===== src/rtl/center512_sched.sv =====
// ============================================================================
// Module      : center512_sched
// Description : Round-robin arbiter that shares one center512 peak/centre
//               engine between NCH capture channels, one frame at a time.
// Revision    : 1.0 - initial release
// ============================================================================
`default_nettype none

module center512_sched #(
    parameter int NCH       = 4,
    parameter int FRAME_LEN = 512,
    parameter int TIMEOUT   = 1023,
    localparam int CW = $clog2(NCH),
    localparam int NW = $clog2(FRAME_LEN + 1),
    localparam int TW = $clog2(TIMEOUT + 1)
) (
    input  logic             clk,
    input  logic             rstn,
    input  logic [NCH-1:0]   req,
    output logic [NCH-1:0]   gnt,
    input  logic [NCH*8-1:0] ch_data,
    input  logic [NCH-1:0]   ch_valid,
    output logic [NCH-1:0]   ch_ready,
    output logic [7:0]       eng_data,
    output logic             eng_en,
    input  logic [7:0]       eng_max_data,
    input  logic [8:0]       eng_max_id,
    input  logic [8:0]       eng_cent_id,
    input  logic             eng_done,
    output logic             res_valid,
    input  logic             res_ready,
    output logic [CW-1:0]    res_ch,
    output logic [7:0]       res_max_data,
    output logic [8:0]       res_max_id,
    output logic [8:0]       res_cent_id,
    output logic             res_timeout,
    output logic             busy
);

    typedef enum logic [1:0] {
        S_IDLE = 2'd0,
        S_FEED = 2'd1,
        S_WAIT = 2'd2,
        S_RESP = 2'd3
    } state_t;

    localparam logic [NW-1:0] c_CNT_LAST = NW'(FRAME_LEN - 1);
    localparam logic [TW-1:0] c_TMO_LAST = TW'(TIMEOUT - 1);
    localparam logic [CW-1:0] c_SEL_LAST = CW'(NCH - 1);

    state_t          r_state;
    state_t          w_state_nxt;
    logic [CW-1:0]   r_rr_ptr;
    logic [CW-1:0]   r_sel;
    logic [NW-1:0]   r_cnt;
    logic [TW-1:0]   r_tmo;
    logic            r_eng_en;
    logic [7:0]      r_eng_data;
    logic [CW-1:0]   r_res_ch;
    logic [7:0]      r_res_max_data;
    logic [8:0]      r_res_max_id;
    logic [8:0]      r_res_cent_id;
    logic            r_res_timeout;

    logic            w_any;
    logic [CW-1:0]   w_winner;
    logic [NCH-1:0]  w_sel_oh;
    logic [7:0]      w_sel_data;
    logic            w_beat;
    logic            w_tmo_hit;

    // First requester at or after the round-robin pointer; scanning downward
    // lets the smallest offset overwrite the others.
    always_comb begin
        w_any    = 1'b0;
        w_winner = '0;
        for (int i = NCH - 1; i >= 0; i--) begin
            if (req[(int'(r_rr_ptr) + i) % NCH]) begin
                w_any    = 1'b1;
                w_winner = CW'((int'(r_rr_ptr) + i) % NCH);
            end
        end
    end

    always_comb begin
        w_sel_data = '0;
        for (int i = 0; i < NCH; i++) begin
            if (r_sel == CW'(i)) begin
                w_sel_data = ch_data[8*i +: 8];
            end
        end
    end

    assign w_sel_oh  = NCH'(1) << r_sel;
    assign w_tmo_hit = (r_tmo == c_TMO_LAST);

    always_ff @(posedge clk or negedge rstn) begin
        if (!rstn) begin
            r_state <= S_IDLE;
        end else begin
            r_state <= w_state_nxt;
        end
    end

    always_comb begin
        w_state_nxt = r_state;
        gnt         = '0;
        ch_ready    = '0;
        res_valid   = 1'b0;
        w_beat      = 1'b0;
        busy        = (r_state != S_IDLE);
        case (r_state)
            S_IDLE: begin
                if (w_any) begin
                    w_state_nxt = S_FEED;
                end
            end
            S_FEED: begin
                gnt      = w_sel_oh;
                ch_ready = w_sel_oh;
                w_beat   = ch_valid[r_sel];
                if (w_beat && (r_cnt == c_CNT_LAST)) begin
                    w_state_nxt = S_WAIT;
                end
            end
            S_WAIT: begin
                gnt = w_sel_oh;
                if (eng_done || w_tmo_hit) begin
                    w_state_nxt = S_RESP;
                end
            end
            S_RESP: begin
                gnt       = w_sel_oh;
                res_valid = 1'b1;
                if (res_ready) begin
                    w_state_nxt = S_IDLE;
                end
            end
            default: w_state_nxt = S_IDLE;
        endcase
    end

    always_ff @(posedge clk or negedge rstn) begin
        if (!rstn) begin
            r_rr_ptr       <= '0;
            r_sel          <= '0;
            r_cnt          <= '0;
            r_tmo          <= '0;
            r_eng_en       <= 1'b0;
            r_eng_data     <= '0;
            r_res_ch       <= '0;
            r_res_max_data <= '0;
            r_res_max_id   <= '0;
            r_res_cent_id  <= '0;
            r_res_timeout  <= 1'b0;
        end else begin
            r_eng_en <= w_beat;
            if (w_beat) begin
                r_eng_data <= w_sel_data;
            end
            case (r_state)
                S_IDLE: begin
                    if (w_any) begin
                        r_sel <= w_winner;
                        r_cnt <= '0;
                    end
                end
                S_FEED: begin
                    if (w_beat) begin
                        r_cnt <= r_cnt + NW'(1);
                        if (r_cnt == c_CNT_LAST) begin
                            r_tmo <= '0;
                        end
                    end
                end
                S_WAIT: begin
                    r_tmo <= r_tmo + TW'(1);
                    // A real answer takes priority over a coincident timeout.
                    if (eng_done) begin
                        r_res_ch       <= r_sel;
                        r_res_max_data <= eng_max_data;
                        r_res_max_id   <= eng_max_id;
                        r_res_cent_id  <= eng_cent_id;
                        r_res_timeout  <= 1'b0;
                    end else if (w_tmo_hit) begin
                        r_res_ch       <= r_sel;
                        r_res_max_data <= '0;
                        r_res_max_id   <= '0;
                        r_res_cent_id  <= '0;
                        r_res_timeout  <= 1'b1;
                    end
                end
                S_RESP: begin
                    if (res_ready) begin
                        r_rr_ptr <= (r_sel == c_SEL_LAST) ? '0 : r_sel + CW'(1);
                    end
                end
                default: ;
            endcase
        end
    end

    assign eng_en       = r_eng_en;
    assign eng_data     = r_eng_data;
    assign res_ch       = r_res_ch;
    assign res_max_data = r_res_max_data;
    assign res_max_id   = r_res_max_id;
    assign res_cent_id  = r_res_cent_id;
    assign res_timeout  = r_res_timeout;

endmodule

`default_nettype wire


===== config.mk =====
export PLATFORM = sky130hd
export DESIGN_NAME = center512_sched
export DESIGN_NICKNAME = d
export VERILOG_FILES = /design/src/rtl/center512_sched.sv
export SDC_FILE = /design/constraint.sdc
export NUM_CORES = 1
export LEC_CHECK = 0
export BUFFER_PORTS_ARGS = -buffer_cell sky130_fd_sc_hd__buf_2
export CAP_MARGIN = 10
export CORE_MARGIN = 4
export CORE_UTILIZATION = 44
export DETAILED_ROUTE_END_ITERATION = 16
export HOLD_SLACK_MARGIN = 0.05
export PLACE_DENSITY = 0.81
export SLEW_MARGIN = 0
export SYNTH_ARGS = -nofsm -noshare
export SYNTH_HDL_FRONTEND = slang
export SYNTH_SLANG_ARGS = --single-unit
export TNS_END_PERCENT = 5

===== constraint.sdc =====
create_clock -name clk -period 2.65 [get_ports clk]
set_input_delay 0.795 -clock clk [delete_from_list [all_inputs] [get_ports clk]]
set_output_delay 0.795 -clock clk [all_outputs]
set_load 0.01 [all_outputs]

== Word-level counts from Yosys, hierarchy flattened ==
Cells that the tools add are included.

* Register bits: 64
* Logic and storage cells: 109
* Output and inout bits: 48

* Bitwise logic cells: 3
* Reduce and logical (&&, ||, !) cells: 18
* Multiplexer cells: 50
* Equal/unequal tests: 14
* Shift-type cells: 1
* $lt $le $gt $ge: 5
* $add $sub $neg: 6

{| class="wikitable"
|+ Operators with widths
! kind !! number
|-
| 8-bit 2-to-1 mux || 6
|-
| 10-bit 2-to-1 mux || 4
|-
| 10-bit case mux with 2 select lines || 2
|-
| 9-bit 2-to-1 mux || 3
|-
| 2-bit 2-to-1 mux || 11
|-
| 10-bit by 1-bit adder with 10-bit output, second input constant || 2
|-
| 1-bit 2-to-1 mux || 16
|-
| 3-bit by 4-bit less-than comparator with 1-bit output, second input constant || 3
|-
| 2-bit inequality test, second input constant || 6
|-
| 1-bit binary-select mux with 2-bit select || 5
|-
| 10-bit equality test, second input constant || 1
|-
| 10-bit by 9-bit equality test with 1-bit output, second input constant || 1
|-
| 2-bit equality test, second input constant || 4
|-
| 4-bit 2-to-1 mux || 2
|-
| 2-bit case mux with 4 select lines || 1
|-
| 2-bit nonzero test || 4
|-
| 2-bit by 3-bit less-than comparator with 1-bit output, second input constant || 2
|-
| 2-bit AND reduction || 3
|-
| 3-bit AND reduction || 2
|-
| 2-bit OR reduction || 3
|-
| 2-bit by 1-bit adder with 2-bit output, second input constant || 2
|-
| 2-bit adder, second input constant || 2
|-
| 2-bit by 1-bit equality test with 1-bit output, second input constant || 2
|-
| 2-bit logical NOT || 2
|-
| other kinds (6) || 8
|}

== Depth between registers and ports, before layout ==
* Depth after elaboration: 12
* Gate-level depth with buffers: 8
* Mapped depth without buffers: 6

== Least setup slack after synthesis ==
Ideal clock, no wire load.

* Path type: reg-to-output
* From: reg r_sel[0]
* To: out gnt[2]
* Path slack: 431 ps
* Data required time: 1,855 ps
* Arrival time: 1,424 ps
* Stages on the path, launching flop included: 6
* Buffers on the path: 2
* Path through: dfrtp_1 > inv_1 > ha_1 > clkbuf_1 > clkbuf_1 > nor2b_1

* Longest elaborated chain between the ends: 2

{| class="wikitable"
|+ RTL lines
! what !! RTL line !! RTL
|-
| start: declaration || 54 || <nowiki>logic [CW-1:0] r_sel;</nowiki>
|-
| start signal: assignment || 164 || <nowiki>r_sel <= w_winner;</nowiki>
|-
| 1-bit by 2-bit left shift with 4-bit output || 94 || <nowiki>assign w_sel_oh = NCH'(1) << r_sel;</nowiki>
|-
| 4-bit 2-to-1 mux || 112 || <nowiki>case (r_state)</nowiki>
|-
| end: declaration || 20 || <nowiki>output logic [NCH-1:0] gnt,</nowiki>
|}

Every way passes these cells.

== Worst setup path in the final report ==
* From: reg r_sel[0]
* To: out ch_ready[0]

* Longest elaborated chain between the ends: 2

{| class="wikitable"
|+ RTL lines
! what !! RTL line !! RTL
|-
| 1-bit by 2-bit left shift with 4-bit output || 94 ||
|-
| 4-bit 2-to-1 mux || 112 ||
|-
| end: declaration || 23 || <nowiki>output logic [NCH-1:0] ch_ready,</nowiki>
|}

Every way passes these cells.

==> impl_metrics.py <==
metrics = {
    "synth": {
        "yosysSeqAreaShare": 0.4542,
        "async_reset_ff_frac": 1.000,
        "synthesis.nets": 439,
        "ys.flop_type": "dfrtp_1",
        "ys_types": 51,
        "yosysTopAreaCell": "dfrtp_1",
        "synthAdderAreaFrac": 0.04258,
        "synth_compound_area_frac": 0.2445,
        "synthTopCellsByArea": "dfrtp_1 45%, a22o_1 7.0%, ha_1 4.3%",
        "synth_top_family_by_area": "compound AO/OA/AOI/OAI gates",
        "synthMuxAreaShare": 0.04329,
        "synthesis.area_sq_um": 3526,
        "synth-xor-area-share": 0,
        "synth-edff-count": 0,
        "yosys.area_share.simple": 0.1597,
        "synth_seq_cells": 64,
        "avgSynthCellArea_sq_um": 9.876,
        "synth_common_cells": "64 x dfrtp_1, 29 x nand2_1, 28 x a22o_1, 20 x clkbuf_1, 20 x inv_1",
        "synthCells": 357,
        "synth.most_common_cell": "dfrtp_1",
        "yosys_warnings": 0,
        "yosysTopAreaCellShare": 0.4542,
    },
    "die": {
        "core_sq_um": 7767,
        "die_w_microns": 97.52,
        "die_h_microns": 97.52,
        "start_util": 0.4539,
        "ios": 118,
        "die_area_sq_um": 9509,
        "row_count": 32,
    },
    "global_route": {
        "track_usage": 0.2045,
        "grt_pass1_wl_microns": 15940,
        "grt_overflow": 0,
        "gr-usage-met3": 0.05240,
        "use_met1": 0.2420,
        "grt_antenna_before_repair": 0,
        "grt_busiest_layer": "met2",
        "grt_pass1_vias": 3375,
        "met2_usage": 0.3453,
        "grt_start_max_net_pins": 42,
    },
    "cts": {
        "clockBufferDepth": 2,
        "cts_inserted_buffers": 9,
        "cts_htree_levels": 3,
        "clock_sinks": 64,
        "root_buffer": "clkbuf_8",
        "insertion_delay_ps": 350,
        "postCtsResizedCells": 0,
        "clkTransAtPathRegs_ps": 80,
        "cts_tree": "built",
        "hold_buffers": 0,
        "postCtsSetupBuffers": 0,
    },
    "detailed_routing": {
        "antenna_left": 0,
        "first_pass_iters": 5,
        "drt_iter0_markers": 145,
        "viasPerCell": 5.856,
        "routedWlPerCell_microns": 16.83,
        "drc": 0,
        "vias": 3379,
        "wirelength_microns": 9710,
    },
    "timing": {
        "maxSlewHeadroom": 0.6075,
        "finClkSkew_ps": 9.865,
        "tns_ps": 0,
        "grt_setup_unrepaired": "no",
        "setup_violations": 0,
        "fin_crit_sh": 0.9359,
        "max_freq_ghz": 0.4032,
        "whs_ps": 446.5,
        "worst_slew_pin_slew_ps": 588.8,
        "min_period_ps": 2480,
        "hold_violations": 0,
        "maxSlewViolCount": 0,
    },
    "layout": {
        "layout-drive-gt1-share": 0.3368,
        "diodes": 0,
        "nets": 552,
        "multi_input_area_sq_um": 1732,
        "final-seq-area_sq_um": 1602,
        "fill_cells": 691,
        "area_delta_synth_final_pct": 26.54,
    },
    "setup_path": {
        "end_kind": "primary output",
        "worst-path-stages": 4,
        "r2r_cells": 6,
        "slowest_delay_ps": 510,
        "worst-path-buf-inv": 2,
        "worstPathRequired_ps": 1860,
        "critical_path.max_fanout": 10,
        "criticalPathCategory": "flip-flop to primary output",
        "critical_path_arrival_ps": 1690,
        "path_delay_family": "flip-flops",
        "start_kind": "flip-flop",
        "path_cells": "inv_1, ha_1, and2_1, buf_2",
        "cp_slowest_cell": "dfrtp_1",
    },
    "place": {
        "dp_hpwl_microns": 7072,
        "place.gp.congestion": 0.8951,
        "io_buffers": 117,
    },
    "job": {
        "maxCapViolations": 0,
    },
    "worst_hold_path": {
        "worstHoldPathType": "input port to asynchronous set/reset pin",
    },
    "power_and_ir_drop": {
        "p_leak_nw": 2.131,
        "p_per_area_nw_per_um2": 1136,
        "ir_worst_vdd_mv": 0.4903,
    },
    "run_status": {
        "status": "finished clean",
    },
}
path summary, 6_finish.rpt:
path	to	from	slack, ps
max in group asynchronous	res_cent_id[8]	rstn	1600
max	ch_ready[0]	r_sel[0]	170
max reg2reg	r_state[1]	r_state[1]	590
min	res_cent_id[3]	rstn	450
min reg2reg	res_ch[0]	res_ch[0]	510
min in group clk	res_ch[0]	res_ch[0]	510
flip-flops by register name, indices dropped and copies added, names as in the netlist:
| name | cells |
|---|---|
| res_timeout | 1 |
| r_tmo | 10 |
| res_ch | 2 |
| r_sel | 2 |
| res_cent_id | 9 |
| res_max_data | 8 |
| r_rr_ptr | 2 |
| eng_data | 8 |
| r_state | 2 |
| r_cnt | 10 |
| eng_en | 1 |
| res_max_id | 9 |
per-layer routing:
layer  vias up  share of wire  routed length (microns)
li1       1557              -                        -
met1      1637           0.41                     3966
met2       155           0.50                     4813
met3        30          0.065                      630
met4         0          0.031                      299
met5         -              0                        0
per-stage QoR:
stage / cells / util / area (sq um) / setup WS (ps) / total power [mW]
floorplan: 357 / - / 3526 / 430.8 / 3.235
global placement: 561 / 0.5453 / 4235 / 358.0 / 4.002
detailed placement: 561 / 0.5453 / 4235 / 323.3 / 4.107
CTS: 577 / 0.5744 / 4462 / 179.9 / 5.086
global route: 577 / 0.5744 / 4462 / 76.93 / 5.417
finish: 577 / 0.5744 / 4462 / 169.7 / 5.069
cells by family (layout without fill, tap and decap cells):
group / count (synthesis) / after routing
AO/OA/AOI/OAI: 115 / 115
AND/OR/NAND/NOR: 105 / 105
flip-flops: 64 / 64
buffers and inverters: 49 / 167
adder cells (fa/ha/maj): 12 / 12
multiplexers: 12 / 12
power by group:
group / total, mW / internal [mW] / switching [mW]
combinational: 2.44 / 1.09 / 1.35
clock: 0.957 / 0.539 / 0.418
sequential: 1.67 / 1.37 / 0.305
total: 5.07 / 3.00 / 2.07
layout make-up:
class                      count  share of cell area
clock buffer                   9             0.02776
clock inverter                 7             0.02299
inverter                      21             0.01767
multi-input combinational    244              0.3881
sequential                    64              0.3589
tap                          102             0.02860
timing repair buffer         130              0.1559
worst reg2reg max path: cells and delay by family, from the launching register on:
kind | cells | cell delay (ps)
DFF | 1 | 420
AOI/OAI and AO/OA | 2 | 430
muxes | 1 | 270
adders and majority gates | 1 | 460
buffers and inverters | 2 | 370
cell usage in the layout, fill, tap and decap left out, types with 2 or more instances in the layout:
cell and n:
mux2_2 6, dfrtp_1 64, a21oi_1 14, nand2b_1 3, a211o_1 8, o21ai_0 14
and3_1 2, ha_1 12, clkbuf_8 9, o221ai_1 3, inv_6 2, clkinv_4 2
or4_1 8, o211ai_1 6, a221oi_1 8, nand2_1 29, buf_2 117, o22ai_1 2
a41oi_1 2, and2_1 7, o311ai_0 2, and4_1 2, nor2_1 15, nor3_1 3
a21o_1 2, inv_1 20, buf_4 12, a31oi_1 9, o31ai_1 8, a22o_1 28
mux2i_1 4, bufinv_16 2, nor2b_1 15, nand4b_1 3, nand4_1 4, nand3_1 8
(Power assumes the default switching activity.)
